**config.mk**
```make
export PLATFORM = sky130hd
export DESIGN_NAME = fp_multiplier_pipe
export DESIGN_NICKNAME = d
export VERILOG_FILES = /design/src/rtl/fp_multiplier_pipe.sv
export SDC_FILE = /design/constraint.sdc
export NUM_CORES = 2
export LEC_CHECK = 0
export CORE_MARGIN = 2
export CORE_UTILIZATION = 50
export CTS_CLUSTER_DIAMETER = 50
export DETAILED_ROUTE_END_ITERATION = 10
export PLACE_DENSITY = 0.66
export SYNTH_ARGS = -nofsm -noshare
export SYNTH_HDL_FRONTEND = slang
export SYNTH_SLANG_ARGS = --single-unit
```
**constraint.sdc**
```tcl
create_clock -name clk -period 19.45 [get_ports clk]
set_input_delay 3.89 -clock clk [delete_from_list [all_inputs] [get_ports clk]]
set_output_delay 3.89 -clock clk [all_outputs]
set_load 0.01 [all_outputs]
```
**src/rtl/fp_multiplier_pipe.sv**
```systemverilog
// fp_multiplier_pipe
//   Three-stage pipelined floating-point multiplier for {sign, exp, frac}
//   operands. Subnormal inputs are treated as signed zero, and there are no
//   subnormal outputs.
//     S1: unpack the operands, detect special cases, XOR the signs and form
//         the exponent sum ex+ey-bias.
//     S2: multiply the significands.
//     S3: normalize, round, check the range and pack the result.
//
//   Handshake: in_ready and out_ready follow valid/ready rules. A pair
//   transfers on a rising edge where in_valid && in_ready. A result
//   transfers where out_valid && out_ready. All stages advance together
//   whenever the output register is empty or being consumed. Bubbles are
//   kept in place and are not collapsed. The output holds steady while it
//   is stalled.
//
//   Configuration macro FP_MUL_ROUND_NEAREST_EN:
//     defined   -> round to nearest, ties to even (guard + sticky)
//     undefined -> truncate toward zero
//
//   Ports:
//     clk, rst_n          clock, asynchronous active-low reset
//     in_valid/in_ready   operand handshake, x and y operands
//     out_valid/out_ready result handshake
//     z                   product
//     ovf / unf / nan     overflow to inf / nonzero result flushed to zero / NaN
module fp_multiplier_pipe #(
  parameter int EXP_W = 8,
  parameter int MAN_W = 23
) (
  input  logic                   clk,
  input  logic                   rst_n,
  input  logic                   in_valid,
  output logic                   in_ready,
  input  logic [EXP_W+MAN_W:0]   x,
  input  logic [EXP_W+MAN_W:0]   y,
  output logic                   out_valid,
  input  logic                   out_ready,
  output logic [EXP_W+MAN_W:0]   z,
  output logic                   ovf,
  output logic                   unf,
  output logic                   nan
);

  localparam int W  = 1 + EXP_W + MAN_W;
  localparam int EW = EXP_W + 2;       // signed exponent width, absorbs range overflow
  localparam int PW = 2 * MAN_W + 2;   // full product width
  localparam logic signed [EW-1:0] BIAS    = EW'(2 ** (EXP_W - 1) - 1);
  localparam logic signed [EW-1:0] EXP_MAX = EW'(2 ** EXP_W - 1);
  localparam logic signed [EW-1:0] EXP_ONE = EW'(1);

  typedef enum logic [1:0] {
    K_NORM = 2'd0,
    K_ZERO = 2'd1,
    K_INF  = 2'd2,
    K_NAN  = 2'd3
  } kind_t;

  // Stage registers
  logic                 s1_valid_q, s1_valid_d;
  logic                 s1_sign_q, s1_sign_d;
  logic signed [EW-1:0] s1_exp_q, s1_exp_d;
  logic [MAN_W:0]       s1_man_x_q, s1_man_x_d;
  logic [MAN_W:0]       s1_man_y_q, s1_man_y_d;
  kind_t                s1_kind_q, s1_kind_d;

  logic                 s2_valid_q, s2_valid_d;
  logic                 s2_sign_q, s2_sign_d;
  logic signed [EW-1:0] s2_exp_q, s2_exp_d;
  logic [PW-1:0]        s2_prod_q, s2_prod_d;
  kind_t                s2_kind_q, s2_kind_d;

  logic                 out_valid_q, out_valid_d;
  logic [W-1:0]         z_q, z_d;
  logic                 ovf_q, ovf_d;
  logic                 unf_q, unf_d;
  logic                 nan_q, nan_d;

  logic adv;

  // Stage 1 decode
  logic [EXP_W-1:0]     x_exp, y_exp;
  logic                 x_zero, y_zero, x_inf, y_inf, x_nan, y_nan;
  logic signed [EW-1:0] exp_sum;
  kind_t                in_kind;

  // Stage 3 datapath
  logic                 norm_shift;
  logic [MAN_W:0]       norm_man;
  logic [MAN_W+1:0]     man_rnd;
  logic                 rnd_carry;
  logic signed [EW-1:0] exp_fin;
  logic [MAN_W-1:0]     frac_fin;
  logic [W-1:0]         res_z;
  logic                 res_ovf, res_unf, res_nan;
  logic                 unused_bits;

  assign adv      = !out_valid_q || out_ready;
  assign in_ready = adv;

  assign x_exp  = x[W-2:MAN_W];
  assign y_exp  = y[W-2:MAN_W];
  assign x_zero = (x_exp == '0);
  assign y_zero = (y_exp == '0);
  assign x_inf  = (x_exp == '1) && (x[MAN_W-1:0] == '0);
  assign y_inf  = (y_exp == '1) && (y[MAN_W-1:0] == '0);
  assign x_nan  = (x_exp == '1) && (x[MAN_W-1:0] != '0);
  assign y_nan  = (y_exp == '1) && (y[MAN_W-1:0] != '0);
  assign exp_sum = $signed({2'b00, x_exp}) + $signed({2'b00, y_exp}) - BIAS;

  // Special-case priority: NaN (including inf*0) first, then inf, then zero.
  always_comb begin
    in_kind = K_NORM;
    if (x_nan || y_nan || (x_inf && y_zero) || (y_inf && x_zero)) begin
      in_kind = K_NAN;
    end else if (x_inf || y_inf) begin
      in_kind = K_INF;
    end else if (x_zero || y_zero) begin
      in_kind = K_ZERO;
    end
  end

  // The product of two [1,2) significands lies in [1,4), so the leading
  // one sits at bit PW-1 (shift right by one) or at bit PW-2.
  assign norm_shift = s2_prod_q[PW-1];
  assign norm_man   = norm_shift ? s2_prod_q[PW-1:MAN_W+1] : s2_prod_q[PW-2:MAN_W];

`ifdef FP_MUL_ROUND_NEAREST_EN
  logic guard_bit, sticky_bit, round_up;
  assign guard_bit  = norm_shift ? s2_prod_q[MAN_W] : s2_prod_q[MAN_W-1];
  assign sticky_bit = norm_shift ? |s2_prod_q[MAN_W-1:0] : |s2_prod_q[MAN_W-2:0];
  assign round_up   = guard_bit && (sticky_bit || norm_man[0]);
  assign man_rnd    = {1'b0, norm_man} + {{(MAN_W+1){1'b0}}, round_up};
  assign unused_bits = man_rnd[MAN_W];
`else
  assign man_rnd     = {1'b0, norm_man};
  assign unused_bits = ^{s2_prod_q[MAN_W-1:0], man_rnd[MAN_W]};
`endif

  // A rounding carry turns 1.11..1 into 10.00..0: bump the exponent and
  // clear the fraction.
  assign rnd_carry = man_rnd[MAN_W+1];
  assign exp_fin   = s2_exp_q
                   + $signed({{(EW-1){1'b0}}, norm_shift})
                   + $signed({{(EW-1){1'b0}}, rnd_carry});
  assign frac_fin  = rnd_carry ? '0 : man_rnd[MAN_W-1:0];

  always_comb begin
    res_z   = {s2_sign_q, exp_fin[EXP_W-1:0], frac_fin};
    res_ovf = 1'b0;
    res_unf = 1'b0;
    res_nan = 1'b0;
    case (s2_kind_q)
      K_NAN: begin
        res_z   = {1'b0, {EXP_W{1'b1}}, 1'b1, {(MAN_W-1){1'b0}}};
        res_nan = 1'b1;
      end
      K_INF:  res_z = {s2_sign_q, {EXP_W{1'b1}}, {MAN_W{1'b0}}};
      K_ZERO: res_z = {s2_sign_q, {(W-1){1'b0}}};
      default: begin
        if (exp_fin >= EXP_MAX) begin
          res_z   = {s2_sign_q, {EXP_W{1'b1}}, {MAN_W{1'b0}}};
          res_ovf = 1'b1;
        end else if (exp_fin < EXP_ONE) begin
          res_z   = {s2_sign_q, {(W-1){1'b0}}};
          res_unf = 1'b1;
        end
      end
    endcase
  end

  // Next-state logic: everything holds unless the pipe advances.
  always_comb begin
    s1_valid_d  = s1_valid_q;
    s1_sign_d   = s1_sign_q;
    s1_exp_d    = s1_exp_q;
    s1_man_x_d  = s1_man_x_q;
    s1_man_y_d  = s1_man_y_q;
    s1_kind_d   = s1_kind_q;
    s2_valid_d  = s2_valid_q;
    s2_sign_d   = s2_sign_q;
    s2_exp_d    = s2_exp_q;
    s2_prod_d   = s2_prod_q;
    s2_kind_d   = s2_kind_q;
    out_valid_d = out_valid_q;
    z_d         = z_q;
    ovf_d       = ovf_q;
    unf_d       = unf_q;
    nan_d       = nan_q;
    if (adv) begin
      s1_valid_d = in_valid;
      if (in_valid) begin
        s1_sign_d  = x[W-1] ^ y[W-1];
        s1_exp_d   = exp_sum;
        s1_man_x_d = {1'b1, x[MAN_W-1:0]};
        s1_man_y_d = {1'b1, y[MAN_W-1:0]};
        s1_kind_d  = in_kind;
      end
      s2_valid_d = s1_valid_q;
      if (s1_valid_q) begin
        s2_sign_d = s1_sign_q;
        s2_exp_d  = s1_exp_q;
        s2_prod_d = PW'(s1_man_x_q) * PW'(s1_man_y_q);
        s2_kind_d = s1_kind_q;
      end
      out_valid_d = s2_valid_q;
      if (s2_valid_q) begin
        z_d   = res_z;
        ovf_d = res_ovf;
        unf_d = res_unf;
        nan_d = res_nan;
      end
    end
  end

  always_ff @(posedge clk or negedge rst_n) begin
    if (!rst_n) begin
      s1_valid_q  <= 1'b0;
      s1_sign_q   <= 1'b0;
      s1_exp_q    <= '0;
      s1_man_x_q  <= '0;
      s1_man_y_q  <= '0;
      s1_kind_q   <= K_NORM;
      s2_valid_q  <= 1'b0;
      s2_sign_q   <= 1'b0;
      s2_exp_q    <= '0;
      s2_prod_q   <= '0;
      s2_kind_q   <= K_NORM;
      out_valid_q <= 1'b0;
      z_q         <= '0;
      ovf_q       <= 1'b0;
      unf_q       <= 1'b0;
      nan_q       <= 1'b0;
    end else begin
      s1_valid_q  <= s1_valid_d;
      s1_sign_q   <= s1_sign_d;
      s1_exp_q    <= s1_exp_d;
      s1_man_x_q  <= s1_man_x_d;
      s1_man_y_q  <= s1_man_y_d;
      s1_kind_q   <= s1_kind_d;
      s2_valid_q  <= s2_valid_d;
      s2_sign_q   <= s2_sign_d;
      s2_exp_q    <= s2_exp_d;
      s2_prod_q   <= s2_prod_d;
      s2_kind_q   <= s2_kind_d;
      out_valid_q <= out_valid_d;
      z_q         <= z_d;
      ovf_q       <= ovf_d;
      unf_q       <= unf_d;
      nan_q       <= nan_d;
    end
  end

  assign out_valid = out_valid_q;
  assign z         = z_q;
  assign ovf       = ovf_q;
  assign unf       = unf_q;
  assign nan       = nan_q;

endmodule
```
==> results.md <==
* Complex-gate fraction of the synthesized area at a little over 6%
* Clock insertion delay at the later pin of the skew report at between 0.4 and 0.5 ns
* Post-detailed-route wirelength per cell at 19.6 µm
* Syn nets at between 3,000 and 4,000
* CP Data Required Time at between 15 and 20 ns
* DR DRC count at 0
* Clock transition at the registers of the reported paths at 0.06 ns
* Post-Synthesis Cell Area at between 0.02 and 0.025 mm²
* Max H-tree Level at 4
* Signal arrival time at the worst endpoint at ~5.2 ns
* Final min period at 9.12 ns
* Final period util at 46.9%
* Core area at approximately 0.049 mm²
* Number of input and output port buffers inserted at 104
* Category of the critical setup timing path: input pin to output port
* Remaining antenna violation count at 0
* Share of the yosys chip area belonging to registers at ~14%
* Number of endpoints with negative hold slack in the final report at 0
* Count of cells resized by post-cts repair at 0
* Number of instances in the synthesized netlist at 2,676
* Vert. Die Dim at between 200 and 250 µm
* Number of unique standard cell types used by synthesis at 74
* GR Util All Layers at 27.7%
* Number of clock sinks at between 100 and 150
* Synthesis warning total at 0
* Max Cap Viol at 0
* Number of buffers on the longest clock path at 2
* Number of enable-type register cells in the synthesized netlist at 0
* Horizontal extent of the die at 227 µm
* Outcome: finished, final reports clean
* Worst Skew at between 0.015 and 0.02 ns
* Initial DRT Pass Iterations at 5
* Ratio of routed vias to standard cells at between 5 and 6
* Vias in the first global route at about 20,000
* Class of the tightest hold or removal check: flip-flop to flip-flop
* #FFs+latches synth at 136
* Total I/O pin count at 105
* CTS Hold Buffers Added at 0
* Flip-flop cell with the highest count after synthesis: sky130_fd_sc_hd__dfrtp_1
* Share of the synthesized netlist area taken by xor and xnor gates at under 10%
* Final Net Count at 3,434
* Die footprint at 0.0514 mm²
* Final Max Slew Viols at 0
* Starting density of the core at 50.7%
* Estimated wirelength of the detail-placed design at 51.5 mm
* Clock root buffer master: sky130_fd_sc_hd__clkbuf_16
* Fmax at around 110 MHz
* Initial DRC count at about 990
* Count of standard-cell rows at 81
* CTS tree: yes
* Kind of capture point of the worst setup path: output port
* Dominant combinational cell family by area after synthesis: adder cells
* Wire length reported by the detailed router at between 60 and 70 mm
* Grt total ovfl at 0
* RSZ-0062 raised after global routing: no
* Clock buffer count from CTS at 17
* Per-instance average area after synthesis at a little over 9 µm²
* Layout fillers at about 4,400
* Async S/R FF share, synth at between 90% and 100%
* Kind of start point of the critical path: input pin
* Layout cell share with drive strength beyond 1 at about 6%
* Setup bufs post-CTS at 0
* Relative max-transition margin at 1.20%
* Proportion of synthesized area in mux cells at between 3 and 4%
* Accumulated negative setup slack at 0 ns
* Post-synthesis share of cell area spent on full adders, half adders and majority gates at between 40% and 50%
* Number of antenna violations at the first check in global routing at 4
* Maximum fanout along the worst path at 9
* Global-route wire length before repair at 108 mm
* Final setup vio count at 0
* Post-synthesis share of cell area spent on and, or, nand and nor gates at 16.8%
* Area growth from synthesis to layout at 8.80%
* Last weighted congestion value of the routability-driven placer at ~0.9
* Detailed-route via count at ~18,000
* Slew at the pin with the worst max-slew slack at 1.48 ns
* Maximum number of pins on one net before global-route repair at 77
==> kinds of logic after synthesis <==
kind of cell,Yosys count
AO/OA/AOI/OAI,222
XOR/XNOR,35
adder cells (fa/ha/maj),669
buffers and inverters,688
flip-flops,136
multiplexers,72
AND/OR/NAND/NOR,854
==> critical path: stages <==
cell                              delay (ns)
sky130_fd_sc_hd__clkdlybuf4s50_1        0.44
sky130_fd_sc_hd__nand2b_1               0.28
sky130_fd_sc_hd__clkdlybuf4s50_1        0.62
==> cell usage after synthesis, types with 20 or more instances <==
| cell type | instances | share of area (%) |
|---|---|---|
| sky130_fd_sc_hd__a21o_1 | 21 | 0.64 |
| sky130_fd_sc_hd__a21oi_1 | 44 | 0.89 |
| sky130_fd_sc_hd__and2_1 | 288 | 7.3 |
| sky130_fd_sc_hd__clkbuf_1 | 129 | 2.0 |
| sky130_fd_sc_hd__dfrtp_1 | 136 | 14 |
| sky130_fd_sc_hd__fa_1 | 482 | 39 |
| sky130_fd_sc_hd__ha_1 | 187 | 9.4 |
| sky130_fd_sc_hd__inv_1 | 546 | 8.3 |
| sky130_fd_sc_hd__mux2_2 | 48 | 2.2 |
| sky130_fd_sc_hd__mux2i_1 | 24 | 0.97 |
| sky130_fd_sc_hd__nand2_1 | 431 | 6.5 |
| sky130_fd_sc_hd__nand4_1 | 24 | 0.61 |
| sky130_fd_sc_hd__nor2_1 | 27 | 0.41 |
| sky130_fd_sc_hd__nor4_1 | 20 | 0.50 |
| sky130_fd_sc_hd__o21ai_0 | 62 | 1.3 |
| sky130_fd_sc_hd__o21ai_2 | 20 | 0.71 |
| sky130_fd_sc_hd__xnor2_1 | 23 | 0.81 |
==> layer usage <==
layer / share of wire, % / track usage [%] / wire length, µm / up-vias
met1: 39 / 33.9 / 25700 / 9476
met5: 0.027 / 0 / 18 / -
met4: 3.6 / 10.1 / 2390 / 2
met2: 51 / 49.1 / 33700 / 636
met3: 6.6 / 4.60 / 4340 / 170
li1: - / - / - / 8192
==> registers in the layout, summed over array words and instances, names as in the netlist <==
name,flops
z,32
s2_prod_q,25
s1_man_x_q,24
s1_man_y_q,23
s1_exp_q,10
s2_exp_q,10
s1_kind_q,2
s2_kind_q,2
nan,1
out_valid,1
ovf,1
s1_sign_q,1
s1_valid_q,1
s2_sign_q,1
s2_valid_q,1
unf,1
==> per-stage QoR <==
stage | utilization [%] | instance area [µm²] | setup slack [ns] | cells | hold slack, ns
floorplan | - | 24800 | 11.33 | 2676 | 0.433
global placement | 54.0 | 26400 | 10.34 | 3342 | 0.450
detailed placement | 54.0 | 26400 | 10.33 | 3342 | 0.454
CTS | 55.1 | 27000 | 10.33 | 3374 | 0.457
global route | 55.2 | 27000 | 10.26 | 3375 | 0.476
finish | 55.2 | 27000 | 10.33 | 3375 | 0.453
==> final cells by class <==
class / instances / area (µm²) / area share [%]
Tap cell: 664 / 831 / 3.08
Clock buffer: 18 / 429 / 1.59
Clock inverter: 14 / 135 / 0.501
Multi-Input combinational cell: 1852 / 18800 / 69.7
Antenna cell: 1 / 2.50 / 0.00927
Timing Repair Buffer: 144 / 1340 / 4.97
Sequential cell: 136 / 3400 / 12.6
Inverter: 546 / 2050 / 7.59
==> path summary, 6_finish.rpt <==
kind                                            startpoint                         to  slack (ns)  depth (start not counted)
worst max register to register  s1_man_y_q[10]$_DFFE_PN0P_  s2_prod_q[42]$_DFFE_PN0P_       11.54                         19
min in group asynchronous                            rst_n          z[19]$_DFFE_PN0P_        3.46                          1
worst min-delay path               s1_exp_q[3]$_DFFE_PN0P_    s2_exp_q[3]$_DFFE_PN0P_        0.45                          2
worst min register to register     s1_exp_q[3]$_DFFE_PN0P_    s2_exp_q[3]$_DFFE_PN0P_        0.45                          2
worst max-delay path                             out_ready                   in_ready       10.33                          3
max in group asynchronous                            rst_n  s1_man_x_q[1]$_DFFE_PN0P_       14.69                          2
==> layout by cell type, fill, tap and decap left out, types with 4 or more instances in the layout <==
master and n:
sky130_fd_sc_hd__nand3_1 19, sky130_fd_sc_hd__nand2_2 4, sky130_fd_sc_hd__a21o_1 21, sky130_fd_sc_hd__a31oi_1 10, sky130_fd_sc_hd__and2_1 288, sky130_fd_sc_hd__fa_1 482, sky130_fd_sc_hd__xnor2_1 23, sky130_fd_sc_hd__clkbuf_16 17
sky130_fd_sc_hd__nand4_1 24, sky130_fd_sc_hd__mux2i_1 24, sky130_fd_sc_hd__o21a_1 8, sky130_fd_sc_hd__nand2b_1 5, sky130_fd_sc_hd__or3_1 5, sky130_fd_sc_hd__clkdlybuf4s50_1 103, sky130_fd_sc_hd__xor2_1 12, sky130_fd_sc_hd__o21ai_0 62
sky130_fd_sc_hd__nand2_1 429, sky130_fd_sc_hd__dfrtp_1 136, sky130_fd_sc_hd__inv_1 546, sky130_fd_sc_hd__buf_4 40, sky130_fd_sc_hd__and3_1 11, sky130_fd_sc_hd__a211oi_1 4, sky130_fd_sc_hd__o21ai_2 20, sky130_fd_sc_hd__nor4_1 20
sky130_fd_sc_hd__a21oi_1 44, sky130_fd_sc_hd__mux2_2 48, sky130_fd_sc_hd__nor2_1 27, sky130_fd_sc_hd__ha_1 187, sky130_fd_sc_hd__inv_6 5, sky130_fd_sc_hd__o311ai_0 4, sky130_fd_sc_hd__nor3_1 10
Power is left out: the tool's default activity adds up to more than one toggle a clock period on the data nets, which glitch-free logic cannot reach.
